### config.mk
export PLATFORM = sky130hd
export DESIGN_NAME = tnn_node_sequencer
export DESIGN_NICKNAME = d
export VERILOG_FILES = /design/src/rtl/tnn_seq_pkg.sv /design/src/rtl/tnn_opnd_mux.sv /design/src/rtl/tnn_node_sequencer.sv
export SDC_FILE = /design/constraint.sdc
export NUM_CORES = 1
export LEC_CHECK = 0
export ABC_AREA = 1
export ABC_CLOCK_PERIOD_IN_PS = 3300
export CORE_AREA = 2 2 175 177
export CTS_CLUSTER_DIAMETER = 150
export CTS_CLUSTER_SIZE = 12
export DETAILED_ROUTE_END_ITERATION = 10
export DIE_AREA = 0 0 177 179
export PLACE_DENSITY_LB_ADDON = 0.1
export SETUP_SLACK_MARGIN = 0.02
export SLEW_MARGIN = 20
export SYNTH_ARGS = -nofsm -noshare
export SYNTH_HDL_FRONTEND = slang
export SYNTH_HIERARCHICAL = 1
export SYNTH_SLANG_ARGS = --single-unit
### constraint.sdc
create_clock -name clk -period 3.3 [get_ports clk]
set_input_delay 0.99 -clock clk [delete_from_list [all_inputs] [get_ports clk]]
set_output_delay 0.99 -clock clk [all_outputs]
set_load 0.02 [all_outputs]
### src/rtl/tnn_seq_pkg.sv
// Shared types and constants for the TNN node sequencer.
// Optional feature macro used elsewhere: TNN_SEQ_PERF_EN.
package tnn_seq_pkg;

    localparam int NFEAT = 11;
    localparam int FW    = 3;
    localparam int NOPND = 6;
    localparam int NNODE = 8;
    localparam int THR   = 4;

    localparam int IW = $clog2(NFEAT);
    localparam int NW = $clog2(NNODE);
    localparam int SW = $clog2(NOPND);
    localparam int VW = $clog2(NNODE + 1);

    typedef enum logic [1:0] {
        IDLE,
        EVAL,
        DONE
    } state_t;

    // Reset routing is identical for every node: slot s reads feature s.
    function automatic logic [IW-1:0] init_sel(input int node, input int slot);
        init_sel = IW'((slot + node * 0) % NFEAT);
    endfunction

endpackage

### src/rtl/tnn_opnd_mux.sv
// Routes features of the held sample onto the shared core operands
// according to one selection-table row.
module tnn_opnd_mux
    import tnn_seq_pkg::*;
(
    input  logic                en,
    input  logic [NFEAT*FW-1:0] sample,
    input  logic [IW-1:0]       row [NOPND],
    output logic [NOPND*FW-1:0] opnd
);

    int idx;

    always_comb begin
        opnd = '0;
        idx  = 0;
        for (int s = 0; s < NOPND; s++) begin
            idx = int'(row[s]);
            // Out-of-range selections route a zero operand.
            if (en && idx < NFEAT) begin
                opnd[s*FW +: FW] = sample[idx*FW +: FW];
            end
        end
    end

endmodule

### src/rtl/tnn_node_sequencer.sv
// Time-multiplexes one TNN comparator core over NNODE nodes per sample.
// Define TNN_SEQ_PERF_EN to add perf_samples/perf_ones counters.
module tnn_node_sequencer
    import tnn_seq_pkg::*;
(
    input  logic                clk,
    input  logic                rst,
    input  logic                in_valid,
    output logic                in_ready,
    input  logic [NFEAT*FW-1:0] in_feat,
    output logic [NOPND*FW-1:0] core_opnd,
    input  logic                core_res,
    output logic                out_valid,
    input  logic                out_ready,
    output logic                out_class,
    output logic [VW-1:0]       out_votes,
    input  logic                cfg_we,
    input  logic [NW-1:0]       cfg_node,
    input  logic [SW-1:0]       cfg_slot,
    input  logic [IW-1:0]       cfg_idx,
    output logic                cfg_err
`ifdef TNN_SEQ_PERF_EN
    ,
    output logic [31:0]         perf_samples,
    output logic [31:0]         perf_ones
`endif
);

    state_t state, state_nx;

    logic [NW-1:0]       node;
    logic [VW-1:0]       votes;
    logic [NFEAT*FW-1:0] sample;
    logic [IW-1:0]       tbl [NNODE][NOPND];

    logic          pend_v;
    logic [NW-1:0] pend_node;
    logic [SW-1:0] pend_slot;
    logic [IW-1:0] pend_idx;

    logic in_fire;
    logic out_fire;

    assign in_fire   = in_valid && in_ready;
    assign out_fire  = out_valid && out_ready;
    assign out_votes = votes;
    assign out_class = (votes >= VW'(THR));

    always_comb begin
        state_nx  = state;
        in_ready  = 1'b0;
        out_valid = 1'b0;
        unique case (state)
            IDLE: begin
                in_ready = 1'b1;
                if (in_valid) state_nx = EVAL;
            end
            EVAL: begin
                if (node == NW'(NNODE - 1)) state_nx = DONE;
            end
            DONE: begin
                out_valid = 1'b1;
                if (out_ready) state_nx = IDLE;
            end
            default: state_nx = IDLE;
        endcase
    end

    always_ff @(posedge clk) begin
        if (rst) begin
            state     <= IDLE;
            node      <= '0;
            votes     <= '0;
            sample    <= '0;
            cfg_err   <= 1'b0;
            pend_v    <= 1'b0;
            pend_node <= '0;
            pend_slot <= '0;
            pend_idx  <= '0;
            for (int n = 0; n < NNODE; n++) begin
                for (int s = 0; s < NOPND; s++) begin
                    tbl[n][s] <= init_sel(n, s);
                end
            end
        end else begin
            state   <= state_nx;
            cfg_err <= cfg_we && (state != IDLE);
            if (in_fire) begin
                sample <= in_feat;
                votes  <= '0;
                node   <= '0;
            end
            if (state == EVAL) begin
                node <= node + 1'b1;
                if (core_res && votes < VW'(NNODE)) votes <= votes + 1'b1;
            end
            // A write landing with in_fire is held back so the sample
            // in flight keeps the routing it was accepted with.
            if (cfg_we && state == IDLE) begin
                if (in_fire) begin
                    pend_v    <= 1'b1;
                    pend_node <= cfg_node;
                    pend_slot <= cfg_slot;
                    pend_idx  <= cfg_idx;
                end else begin
                    tbl[cfg_node][cfg_slot] <= cfg_idx;
                end
            end
            if (out_fire && pend_v) begin
                tbl[pend_node][pend_slot] <= pend_idx;
                pend_v <= 1'b0;
            end
        end
    end

    tnn_opnd_mux u_mux (
        .en     (state == EVAL),
        .sample (sample),
        .row    (tbl[node]),
        .opnd   (core_opnd)
    );

`ifdef TNN_SEQ_PERF_EN
    always_ff @(posedge clk) begin
        if (rst) begin
            perf_samples <= '0;
            perf_ones    <= '0;
        end else if (out_fire) begin
            perf_samples <= perf_samples + 32'd1;
            if (out_class) perf_ones <= perf_ones + 32'd1;
        end
    end
`endif

endmodule
## After elaboration in Yosys (flattened, before gate mapping)

Memory sizes are Yosys's and may differ from the RTL's. A register that Yosys moved wholly into a read port is not among the register bits.
Cells that the tools add are included.

- Word-level logic and storage cells: 104
- Input bits: 49
- Memory bits (writable): 192
- Bits in registers: 54
- Memories kept: 1
- Output and inout bits: 26

Memories:

| memory | depth | width | rd ports | clocked after memory_dff | wr ports | RTL line | source |
|---|---|---|---|---|---|---|---|
| tbl | 8 | 24 | 1 | 1 | 8 | tnn_node_sequencer.sv:34 | `logic [IW-1:0] tbl [NNODE][NOPND];` |

- Shifts and indexed selects: 6
- Mux-type cells: 38
- Magnitude comparators: 12
- Bitwise operators: 2
- Multipliers: 6
- Add/sub/neg operators: 2
- Equality and inequality tests: 6
- Reduce and logical (&&, ||, !) cells: 22

Operators by type and width:

| kind | number |
|---|---|
| indexed part select 33 x 32 -> 3 bit | 6 |
| two-way mux 24 bit | 6 |
| OR reduction 24 bit | 2 |
| multiplier 4 x 2 -> 6 bit (second input constant) | 6 |
| two-way mux 3 bit | 12 |
| less-than comparator 4 bit (second input constant) | 7 |
| demux 4 bit (select 3 bit) | 2 |
| two-way mux 4 bit | 5 |
| logical AND 1 bit | 14 |
| two-way mux 1 bit | 9 |
| greater-or-equal comparator 4 bit (second input constant) | 2 |
| less-than comparator 4 x 1 -> 1 bit (second input constant) | 2 |
| inverter 3 -> 4 bit | 2 |
| two-way mux 2 bit | 3 |
| inequality test 2 bit (second input constant) | 3 |
| one-hot mux 2 bit (3 select lines) | 1 |
| adder 4 x 1 -> 4 bit (second input constant) | 1 |
| greater-or-equal comparator 4 x 3 -> 1 bit (second input constant) | 1 |
| nonzero test 2 bit | 2 |
| adder 3 x 1 -> 3 bit (second input constant) | 1 |
| == test 3 bit (second input constant) | 1 |
| AND reduction 3 bit | 1 |
| == test 2 x 1 -> 1 bit (second input constant) | 1 |
| == test 2 bit (second input constant) | 1 |
| other kinds (3) | 3 |

## Longest topological paths before layout

- Depth in word-level cells: 10
- Depth in mapped cells: 15
- Depth with buffers taken out: 12

## Cells and area by module

The synthesis kept the hierarchy.

Modules (own cells, without submodules):

| module | area an instance (um^2) | times used | cells each | sequential area each (um^2) |
|---|---|---|---|---|
| tnn_node_sequencer | 11,164.5 | 1 | 1,218 | 6,906.6 |
| tnn_opnd_mux | 2,029.4 | 1 | 450 | 0.0 |

## Worst setup path after synthesis

OpenSTA, ideal clock, no wires.

- Kind: flip-flop to output port
- Start point: register (tool-made name)
- End point: output core_opnd[4]
- Cell stages (with the launch flop): 13
- Path buffers: 4
- Setup slack: -148 ps
- Required time: 2,310 ps
- Arrival: 2,458 ps
- Cells stage by stage: dfxtp_1 clkbuf_1 clkbuf_1 clkbuf_1 nor2_1 nor2_1 o21ai_0 a31oi_1 buf_4 o21ai_0 o22ai_1 nand2_1 a21oi_1

RTL lines:

| element | RTL line | source |
|---|---|---|
| end: declaration | tnn_node_sequencer.sv:11 | `output logic [NOPND*FW-1:0] core_opnd,` |

==> reports/qor.csv <==
metric,value,unit
status,"complete, but fails checks",
failing checks,setup timing,
yosys warns,6,
largest stage delay on the critical path,0.40,ns
CP most frequent cell,buf_4,
unrepaired setup endpoints after global routing,true,
HP Class,flop to flop,
switching part of the total,28.2,%
"commonest non-fill, non-tap cell in the layout",nor2_1,
Synth async-reset ratio,0,%
Internal Power,5.38,mW
"Primary FF master, synth",edfxtp_1,
CP Capture Type,output pin,
gr usage total,26.0,%
Syn Nets,1720,
CP Data Arrival Time,2.76,ns
layout cells sized above 1,16.7,%
vias per std cell,5.45,
Rel. slew slack,66.2,%
routed wire length,41300,um
cell area after synthesis,13200,um2
WHS,0.457,ns
peak supply drop,0.000323,V
Hold Buf Count CTS,0,
Total Nets Final,1865,
number of antenna violations at the first check in global routing,0,
GP Congestion,0.948,
die area,31700,um2
"Seq/Total Area, Yosys",52.3,%
clock share of power,34.2,%
post-route total power,7.48,mW
Hold Path Stages,2,
Least-Margin Pin Slew,0.507,ns
max-slew violation count,0,
CTS clock-pin slew for the worst setup and hold paths,0.07,ns
final hold viol count,0,
core area,30000,um2
skew final,0.0249,ns
Power Dens Cells,452,nW/um2
CP Launch Type,flop,
vias in the first global route,11500,
PortBufs,74,
drt drc,0,
max-cap violations,0,
fmax,267,MHz
final setup margin,-0.447,ns
Routed Antenna Nets,0,
first-pass detailed-route iteration total,6,
Area Growth Syn to Fin,25.6,%
TritonCTS Sinks,249,
clock root cell,clkbuf_16,
grt ovf,0,
Top Ports,75,
Switch Pwr,2.11,mW
Synth Area per Inst,7.91,um2
worst path cell trace,buf_12 > buf_4 > nor2_2 > nor2_1 > o21ai_0 > a31oi_1 > buf_4 > nand2_2 > buf_4 > o22ai_1 > nand2_1 > a21oi_2 > buf_6,
Yosys reg bits,249,
n_diodes,0,
first-pass GRT wire length,63300,um
Detail Placement HPWL,27900,um
Seq pwr share,47.8,%
Die Span Y,179,um
WP data required,2.31,ns
"commonest cells after routing, fill and taps aside","nor2_1, nand2_1, edfxtp_1, o21ai_0, nand3_1",
CTS Buf Count,24,
Die Width,177,um
worst skew pair latency,0.56,ns
part of the power in combinational logic,18.0,%
Cells after Synth,1668,
Vias,12100,
Reg2Reg Depth,10,
Starting Density,43.9,%
synth unique cells,32,
# rows,64,
Initial DRC Count,1240,
drt wl/cell,18.5,um
CTS Buffer Depth,3,
largest net degree at the start of global routing,96,
type of the worst setup path,flop to output pin,
Post-synth EDFFs,192,
leakage power,6.45,nW
Final min period,3.75,ns
H-tree Lvls,1,
crit path max-delay cell type,dfxtp_4,
crit share post-route,114,%
"critical path fanouts, max",14,
Final Setup Violations,18,
CTS tree,done,
-- cells in the mapped netlist, types with 3 or more instances --
master,count,share of area (%)
inv_1,65,1.8
buf_2,35,1.3
nand3_1,140,5.3
a21oi_1,65,2.5
edfxtp_1,192,44
nor2_1,389,11
buf_6,5,0.43
o21ai_1,8,0.30
a31oi_1,24,1.1
nand2_1,354,10
inv_2,11,0.31
nor2_2,9,0.43
buf_1,5,0.14
o21ai_0,176,6.7
o211ai_1,16,0.91
o22ai_1,18,0.85
dfxtp_1,57,8.6
clkbuf_1,45,1.3
nand3b_1,5,0.28
nand4_1,8,0.38
buf_4,18,1.0
nand2_2,8,0.38
ha_1,3,0.28
-- repair_timing --
item,4_1_cts,5_1_grt
pin swaps,14,7
resized for setup,178,35
endpoints found under the setup margin,18,18
buffers inserted,6,3
gates cloned,1,2
-- logic make-up after synthesis --
group | count (synthesis) | share of synthesized area [%]
AOI/OAI and AO/OA | 312 | 12.7
adders and majority gates | 3 | 0.285
buffers and inverters | 185 | 6.39
DFF | 249 | 52.3
and+or+nand+nor | 919 | 28.3
-- through the flow --
stage                     setup TNS (ns)  cell area (um2)  std cells  utilization [%]  worst slack (ns)
after floorplan                        0            13300       1668                -           0.00496
after global placement             -7.27            15400       2171             51.4            -0.463
after detailed placement           -7.15            15400       2171             51.4            -0.467
after CTS                          -6.84            16400       2220             54.6            -0.422
after global routing               -9.83            16600       2225             55.2            -0.598
final                              -6.96            16600       2225             55.2            -0.447
-- worst max-delay path: cells and delay by family, from the launching register on --
family | cells | cell delay [ns]
buf+inv | 5 | 0.84
flops | 1 | 0.40
simple gates | 4 | 0.31
compound gates | 4 | 0.65
-- power groups by stage --
stage / clock network (mW) / registers, mW / logic [mW]
finish: 2.56 / 3.57 / 1.35
detailed placement: 0 / 3.64 / 1.24
CTS: 2.64 / 3.57 / 1.30
global route: 2.75 / 3.58 / 1.47
global placement: 0 / 3.64 / 1.24
floorplan: 0 / 3.59 / 0.707
-- metal layers --
metal,track usage [%],up-vias,routed length (um),part of all wire [%]
met5,0,-,0,0
met4,7.02,0,1010,2.5
met3,3.63,78,3150,7.6
met2,42.7,437,19100,46
met1,36.2,5704,18000,44
li1,-,5905,-,-
-- path summary, 6_finish.rpt --
check	startpoint	endpoint	slack, ns
max	flop	core_opnd[7]	-0.45
min	pend_idx[3]	pend_idx[3]	0.46
max reg2reg	state[0]	tbl[2][2]	1.26
min reg2reg	pend_idx[3]	pend_idx[3]	0.46
-- registers in the layout (all words and copies together) (netlist names), named ones only --
signal     count
pend_v         1
pend_slot      3
state          2
pend_node      3
tbl          192
sample        33
cfg_err        1
node           3
pend_idx       4
out_votes      4
-- layout make-up --
type                    instances  area (um2)
fillers                      2806       13500
flip-flops and latches        249        6910
multi-input cells            1234        5780
repair buffers                227        2360
clock buffers                  40         661
well taps                     396         495
inverters                      77         323
clock inverters                 2        35.0
Power figures use the tool's default switching activity.
